[src/rtl/div_unit.sv]
// Multi-cycle 32-bit radix-2 restoring divider for the DIV/DIVU path in EX.
// Produces {remainder, quotient} after 32 iterations and stalls the pipeline while busy.
module div_unit (
    input  logic        clk,
    input  logic        resetn,
    input  logic [31:0] a,
    input  logic [31:0] b,
    input  logic        divsigned,
    input  logic        divstart,
    input  logic        annul,
    output logic [63:0] divres,
    output logic        div_ready,
    output logic        div_stall
);

    typedef enum logic [1:0] {
        IDLE = 2'd0,
        BUSY = 2'd1,
        DONE = 2'd2
    } state_t;

    state_t      state;
    state_t      state_next;

    logic [4:0]  count;
    logic [31:0] divisor;
    logic [31:0] rem;
    logic [31:0] quo;
    logic        quo_neg;
    logic        rem_neg;

    logic        start;
    logic        last_iter;
    logic [32:0] trial;
    logic        borrow;
    logic [31:0] rem_step;
    logic [31:0] quo_step;

    function automatic logic [31:0] magnitude(input logic signed [31:0] v, input logic is_signed);
        logic [31:0] mag;
        mag = v;
        if (is_signed && v[31])
            mag = ~v + 32'd1;
        return mag;
    endfunction

    function automatic logic [31:0] negate_if(input logic [31:0] v, input logic neg);
        return neg ? (~v + 32'd1) : v;
    endfunction

    assign start     = (state == IDLE) && divstart && !annul;
    assign last_iter = (state == BUSY) && (count == 5'd31);

    // The dividend shifts out of the top of the quotient register, one bit per iteration.
    assign trial    = {rem, quo[31]} - {1'b0, divisor};
    assign borrow   = trial[32];
    assign rem_step = borrow ? {rem[30:0], quo[31]} : trial[31:0];
    assign quo_step = {quo[30:0], ~borrow};

    always_ff @(posedge clk or negedge resetn) begin
        if (!resetn)
            state <= IDLE;
        else
            state <= state_next;
    end

    always_comb begin
        state_next = state;
        case (state)
            IDLE:    if (divstart) state_next = BUSY;
            BUSY:    if (count == 5'd31) state_next = DONE;
            DONE:    state_next = IDLE;
            default: state_next = IDLE;
        endcase
        if (annul)
            state_next = IDLE;
    end

    always_comb begin
        div_stall = start || (state == BUSY);
        div_ready = (state == DONE) && !annul;
    end

    always_ff @(posedge clk or negedge resetn) begin
        if (!resetn) begin
            count   <= 5'd0;
            divisor <= 32'd0;
            rem     <= 32'd0;
            quo     <= 32'd0;
            quo_neg <= 1'b0;
            rem_neg <= 1'b0;
        end else if (start) begin
            count   <= 5'd0;
            divisor <= magnitude(b, divsigned);
            rem     <= 32'd0;
            quo     <= magnitude(a, divsigned);
            // A zero divisor yields an all-ones quotient in both modes, so never negate it.
            quo_neg <= (a[31] ^ b[31]) & divsigned & (b != 32'd0);
            rem_neg <= a[31] & divsigned;
        end else if ((state == BUSY) && !annul) begin
            count <= count + 5'd1;
            rem   <= rem_step;
            quo   <= quo_step;
        end
    end

    always_ff @(posedge clk or negedge resetn) begin
        if (!resetn)
            divres <= 64'd0;
        else if (last_iter && !annul)
            divres <= {negate_if(rem_step, rem_neg), negate_if(quo_step, quo_neg)};
    end

endmodule

[config.mk]
export PLATFORM = sky130hd
export DESIGN_NAME = div_unit
export DESIGN_NICKNAME = d
export VERILOG_FILES = /design/src/rtl/div_unit.sv
export SDC_FILE = /design/constraint.sdc
export NUM_CORES = 1
export LEC_CHECK = 0
export ABC_AREA = 1
export BUFFER_PORTS_ARGS = -buffer_cell sky130_fd_sc_hd__clkbuf_2
export CAP_MARGIN = 25
export CORE_AREA = 2 2 194 196
export CTS_CLUSTER_SIZE = 28
export DETAILED_ROUTE_END_ITERATION = 8
export DIE_AREA = 0 0 196 198
export PLACE_DENSITY = 0.58
export REMOVE_ABC_BUFFERS = 1
export SKIP_LAST_GASP = 1
export SLEW_MARGIN = 20
export SYNTH_ARGS = -nofsm -noshare
export SYNTH_HDL_FRONTEND = slang
export SYNTH_SLANG_ARGS = --single-unit
[constraint.sdc]
create_clock -name clk -period 6 [get_ports clk]
set_input_delay 0.6 -clock clk [delete_from_list [all_inputs] [get_ports clk]]
set_output_delay 0.6 -clock clk [all_outputs]
set_load 0.05 [all_outputs]
---- After elaboration in Yosys (flattened, before gate mapping) ----
Cells that the tools add are included.
storage, ports and cells
  input port bits ......................... 69
  flip-flop bits (word level) ............. 169
  word-level logic and storage cells ...... 57
operators by class
  bitwise operators ....................... 9
  mux-type cells .......................... 15
  reductions and logical operators ........ 14
  eq/ne operators ......................... 5
  add/sub/neg operators ................... 6
operators with widths
  cell                                                 count
  two-way mux 32 bit                                   9
  adder 32 x 1 -> 32 bit, second input constant        4
  inverter 32 bit                                      4
  subtractor 33 x 32 -> 33 bit                         1
  nonzero test 32 bit                                  1
  two-way mux 5 bit                                    2
  logical AND 1 bit                                    8
  two-way mux 2 bit                                    3
  != test 3 bit, second input constant                 2
  adder 5 x 1 -> 5 bit, second input constant          1
  equality test 5 bit, second input constant           1
  one-hot mux 2 bit (2 select lines)                   1
  AND 1 bit                                            3
  equality test 2 x 1 -> 1 bit, second input constant  1
  equality test 2 bit, second input constant           1
  logical NOT 2 bit                                    1
  AND reduction 2 bit                                  1
  nonzero test 2 bit                                   1
  logical NOT 1 bit                                    1
  logical OR 1 bit                                     1
  inverter 1 bit                                       1
  bitwise XOR 1 bit                                    1

---- Depth between registers and ports, before layout ----
  depth after elaboration ................. 5
  mapped depth ............................ 28

---- Worst setup path before layout ----
Ideal clock, no wire load.
  path type ............................... register -> register
  start ................................... reg quo[31]
  end ..................................... reg divres[28]
  path slack .............................. 2,063 ps
  stages on the path, launching flop included .. 27
  data arrival time ....................... 3,804 ps
  data required time ...................... 5,867 ps
  cells stage by stage .................... dfrtp_1 -> inv_1 -> ha_1 -> inv_1 -> fa_1 -> nand2_1 -> nand2_1 -> nand3_1 -> nand2_1 -> nand2_1 -> nand2_2 -> nand2_4 -> nand3_2 -> nand2_4 -> buf_8 -> buf_4 -> ha_1 -> nand3_1 -> nor3_1 -> nand3_1 -> nor3_1 -> nand4_1 -> o21ai_0 -> o21ai_0 -> a21oi_1 -> xor2_1 -> o21ai_0
between the ends
  cells in the longest elaborated chain, start to end .. 5
ends and longest elaborated chain
  element                       line  source
  start: declaration            28    logic [31:0] quo;
  start signal: assignment      96    quo <= magnitude(a, divsigned);
  start signal: assignment      103   quo <= quo_step;
  subtractor 33 x 32 -> 33 bit  55    assign trial = {rem, quo[31]} - {1'b0, divisor};
  inverter 1 bit                58    assign quo_step = {quo[30:0], ~borrow};
  inverter 32 bit               48    return neg ? (~v + 32'd1) : v;
  adder 32 x 1 -> 32 bit        48
  two-way mux 32 bit            48
  end signal: assignment        111   divres <= {negate_if(rem_step, rem_neg), negate_if(quo_step, quo_neg)};
  end: declaration              11    output logic [63:0] divres,
No other way between the ends.
A chain may end at the register's enable or synchronous reset.

---- Final worst setup path ----
Ends and elaborated chain as after synthesis.

==> metrics.md <==
| Metric | Value |
|---|---|
| Multi-input gate area | `7210 sq um` |
| Maxcap violations | `0` |
| Cell taking the most area after synthesis | `dfrtp_1` |
| Number of buffers added for setup after CTS | `0` |
| Min-delay worst type | `primary input to async pin` |
| Number of optimization iterations in the first detailed-route pass | `5` |
| Critical path peak fanout | `6` |
| Commonest cells after routing, fill and taps aside | `nand2_1, inv_1, dfrtp_1, nor2_1, clkbuf_2` |
| Number of storage elements in the synthesis netlist | `169` |
| Setup CP Type | `flip-flop to flip-flop` |
| Detailed placer's ending HPWL | `approximately 30000 um` |
| Cell Int Power | `3.26 mW` |
| RD Place Congestion | `0.921` |
| Net Sw Frac | `between 50% and 60%` |
| Non-filler instance count after layout | `2457` |
| Critical path required time | `6.31 ns` |
| Antenna Nets Post-Route | `0` |
| Warnings, synthesis | `0` |
| Post-Route WL | `38900 um` |
| Number of CTS-inserted buffers | `17` |
| Setup violation total in the final timing report | `0` |
| Wire length of the first global-routing pass | `62700 um` |
| Instance count after placement with tap cells included | `approximately 2400` |
| Initial antenna violation count | `1` |
| Main area contributors after synthesis | `dfrtp_1, nand2_1, inv_1` |
| Post-CTS Hold Buffers | `0` |
| Fraction of power consumed by combinational cells | `61.1%` |
| R2R setup slack | `1.53 ns` |
| Unrepaired setup endpoints after global routing | `false` |
| TritonCTS sink count | `about 170` |
| Startpoint class of the critical path | `flip-flop` |
| Syn_area_per_cell | `6.79 sq um` |
| Post-Synthesis Cells | `1865` |
| Final std cell area, no fill | `14300 sq um` |
| Max Clock Skew | `0.0171 ns` |
| Global-route usage over all layers | `20.6%` |
| Routed wirelength normalized by instance count | `15.8 um` |
| Synth-to-layout area growth | `13.1%` |
| Power density over cell area | `480 nW/um^2` |
| Clock tree root driver cell | `clkbuf_16` |
| I/O Pins | `135` |
| Achievable Freq | `0.224 GHz` |
| Worst slack on hold paths | `roughly 0.15 ns` |
| Vias | `between 10000 and 15000` |
| Width of the die | `between 150 and 200 um` |
| Post-synthesis cell area | `~13000 sq um` |
| CTS H-tree depth | `4` |
| Clock-pin slew on the worst setup and hold paths | `0.07 ns` |
| Leakage power figure | `7.45 nW` |
| Fraction of final layout cells sized beyond drive strength 1 | `around an eighth` |
| Run status | `finished clean` |
| Combined flip-flop and latch cell area | `4230 sq um` |
| Via count of the first global-routing pass | `11800` |
| CTS tree | `yes` |
| Count of routing violations after the opening detailed-route iteration | `796` |
| Clock latency on the worst-skew pair | `0.47 ns` |
| Primary flip-flop cell chosen by synthesis mapping | `dfrtp_1` |
| Instance area at placement | `13700 sq um` |
| Post-synthesis sequential area ratio | `33.4%` |
| Number of fillers in the final layout | `around 4000` |
| Yosys cell types | `53` |
| Critical path endpoint category | `flip-flop` |
| Maximum resistive drop on vdd | `0.258 mV` |
| Post-route setup slack | `1.53 ns` |
| Max Transition Viols Final | `0` |
| Placeable Area | `37000 sq um` |
| Total power draw | `~6.9 mW` |
| Share of flip-flops with an asynchronous set or reset | `100%` |
| Area enclosed by the die boundary | `38800 sq um` |
| Minimum clock period | `4.47 ns` |
| Avg Vias per Cell | `about 5.0` |
| Proportion of power drawn by the clock network | `16.6%` |
| Longest Clk Path Bufs | `2` |
| Commonest non-fill, non-tap cell in the layout | `nand2_1` |
| Row count | `between 70 and 80` |
| Synth top area share | `33.4%` |
| Period utilisation layout | `between 70 and 80%` |
| Quantity of gates resized following cts | `0` |
| Net switching component of the power | `3.61 mW` |
| Largest net degree at the start of global routing | `84` |
| Number of enable-type register cells in the synthesized netlist | `0` |
| Number of endpoints with negative hold slack in the final report | `0` |
| Arrival time of data at the critical path endpoint | `4.78 ns` |
| Aggregate negative setup slack | `0 ns` |
| Final core occ | `38.8%` |
| GRT overflow | `0` |
| Net count of the finished layout | `2077` |
| Transition time at the pin with the least slew margin | `0.957 ns` |
| Vertical die dimension | `198 um` |
| Worst rel slew slack | `35.8%` |
| DRC | `0` |
| Portion of total power attributed to sequential cells | `22.3%` |
| Count of input and output buffers | `134` |
| Setup Slack @ Placement | `1.54 ns` |
| Initial cell density of the core | `about 34%` |
==> power groups by stage <==
stage | Combinational [mW] | Clock, mW | Sequential (mW)
after floorplan | 3.11 | 0 | 1.49
after global placement | 4.15 | 0 | 1.55
after detailed placement | 4.17 | 0 | 1.55
after CTS | 4.20 | 1.16 | 1.53
after global routing | 4.75 | 1.20 | 1.55
final | 4.20 | 1.14 | 1.53
==> metal layers <==
metal  part of all wire (%)  up-vias  global-route usage (%)  routed length [um]
met2                     48      274                    35.3               18600
met4                    2.0        0                    6.62                 758
met5                      0        -                       0                   0
met1                     45     5773                    26.5               17600
met3                    4.9       36                    3.47                1910
li1                       -     6222                       -                   -
==> cells in the mapped netlist, types with 6 or more instances <==
| master | n |
|---|---|
| nand2_1 | 581 |
| inv_1 | 243 |
| dfrtp_1 | 169 |
| nor2_1 | 147 |
| nand3_1 | 119 |
| o21ai_0 | 114 |
| xor2_1 | 70 |
| a21oi_1 | 49 |
| clkbuf_1 | 47 |
| ha_1 | 38 |
| nor3_1 | 32 |
| o221ai_1 | 29 |
| o22ai_1 | 29 |
| nand2_2 | 25 |
| xnor2_1 | 25 |
| nand4_1 | 23 |
| nor2_2 | 11 |
| nand2_4 | 9 |
| nand3b_1 | 9 |
| o21ai_2 | 9 |
| o21bai_1 | 9 |
| o31ai_1 | 8 |
| inv_2 | 6 |
| o21ai_1 | 6 |
==> kinds of logic (layout without fill, tap and decap cells) <==
group | Yosys count | count (layout) | synth area share, %
DFF | 169 | 169 | 33.4
buffers and inverters | 311 | 428 | 9.78
adders and majority gates | 39 | 39 | 3.91
other | 0 | 1 | 0
AOI/OAI and AO/OA | 272 | 272 | 13.0
and+or+nand+nor | 979 | 979 | 33.3
xor gates and xnor gates | 95 | 95 | 6.57
==> flip-flops by register name, indices dropped and copies added (netlist names) <==
signal and count:
quo 32, divres 64, rem_neg 1, rem 32, quo_neg 1, count 5, divisor 32, state 2
==> worst paths after layout <==
check | start | endpoint | depth (start not counted)
max | quo[31] | divres[28] | 24
min | resetn | divisor[1] | 1
max reg2reg | quo[31] | divres[28] | 24
min reg2reg | count[3] | count[3] | 1
max in group asynchronous | resetn | quo[5] | 2
min in group clk | b[20] | divisor[20] | 3
==> worst max-delay path, cell delays in order, from the launching register on <==
cell and delay [ns]:
dfrtp_1 0.37, inv_1 0.11, ha_1 0.15, inv_1 0.06, fa_1 0.39, nand2_1 0.08, nand2_1 0.08, nand3_1 0.09
nand2_1 0.11, nand2_1 0.10, nand2_2 0.09, nand2_4 0.10, nand3_2 0.15, nand2_4 0.15, ha_1 0.18, nand3_1 0.11
nor3_1 0.20, nand3_1 0.14, nor3_1 0.44, nand4_1 0.25, o21ai_0 0.30, o21ai_0 0.24, a21oi_1 0.21, xor2_1 0.15
o21ai_0 0.09
==> final cells by class <==
cell class | count | share of cell area [%]
Clock buffer | 17 | 2.97
Antenna cell | 1 | 0.0175
Tap cell | 474 | 4.14
Multi-Input combinational cell | 1385 | 50.3
Clock inverter | 15 | 1.15
Sequential cell | 169 | 29.5
Inverter | 251 | 6.58
Timing Repair Buffer | 145 | 5.30
No activity file was read; power rests on OpenSTA's default activity.
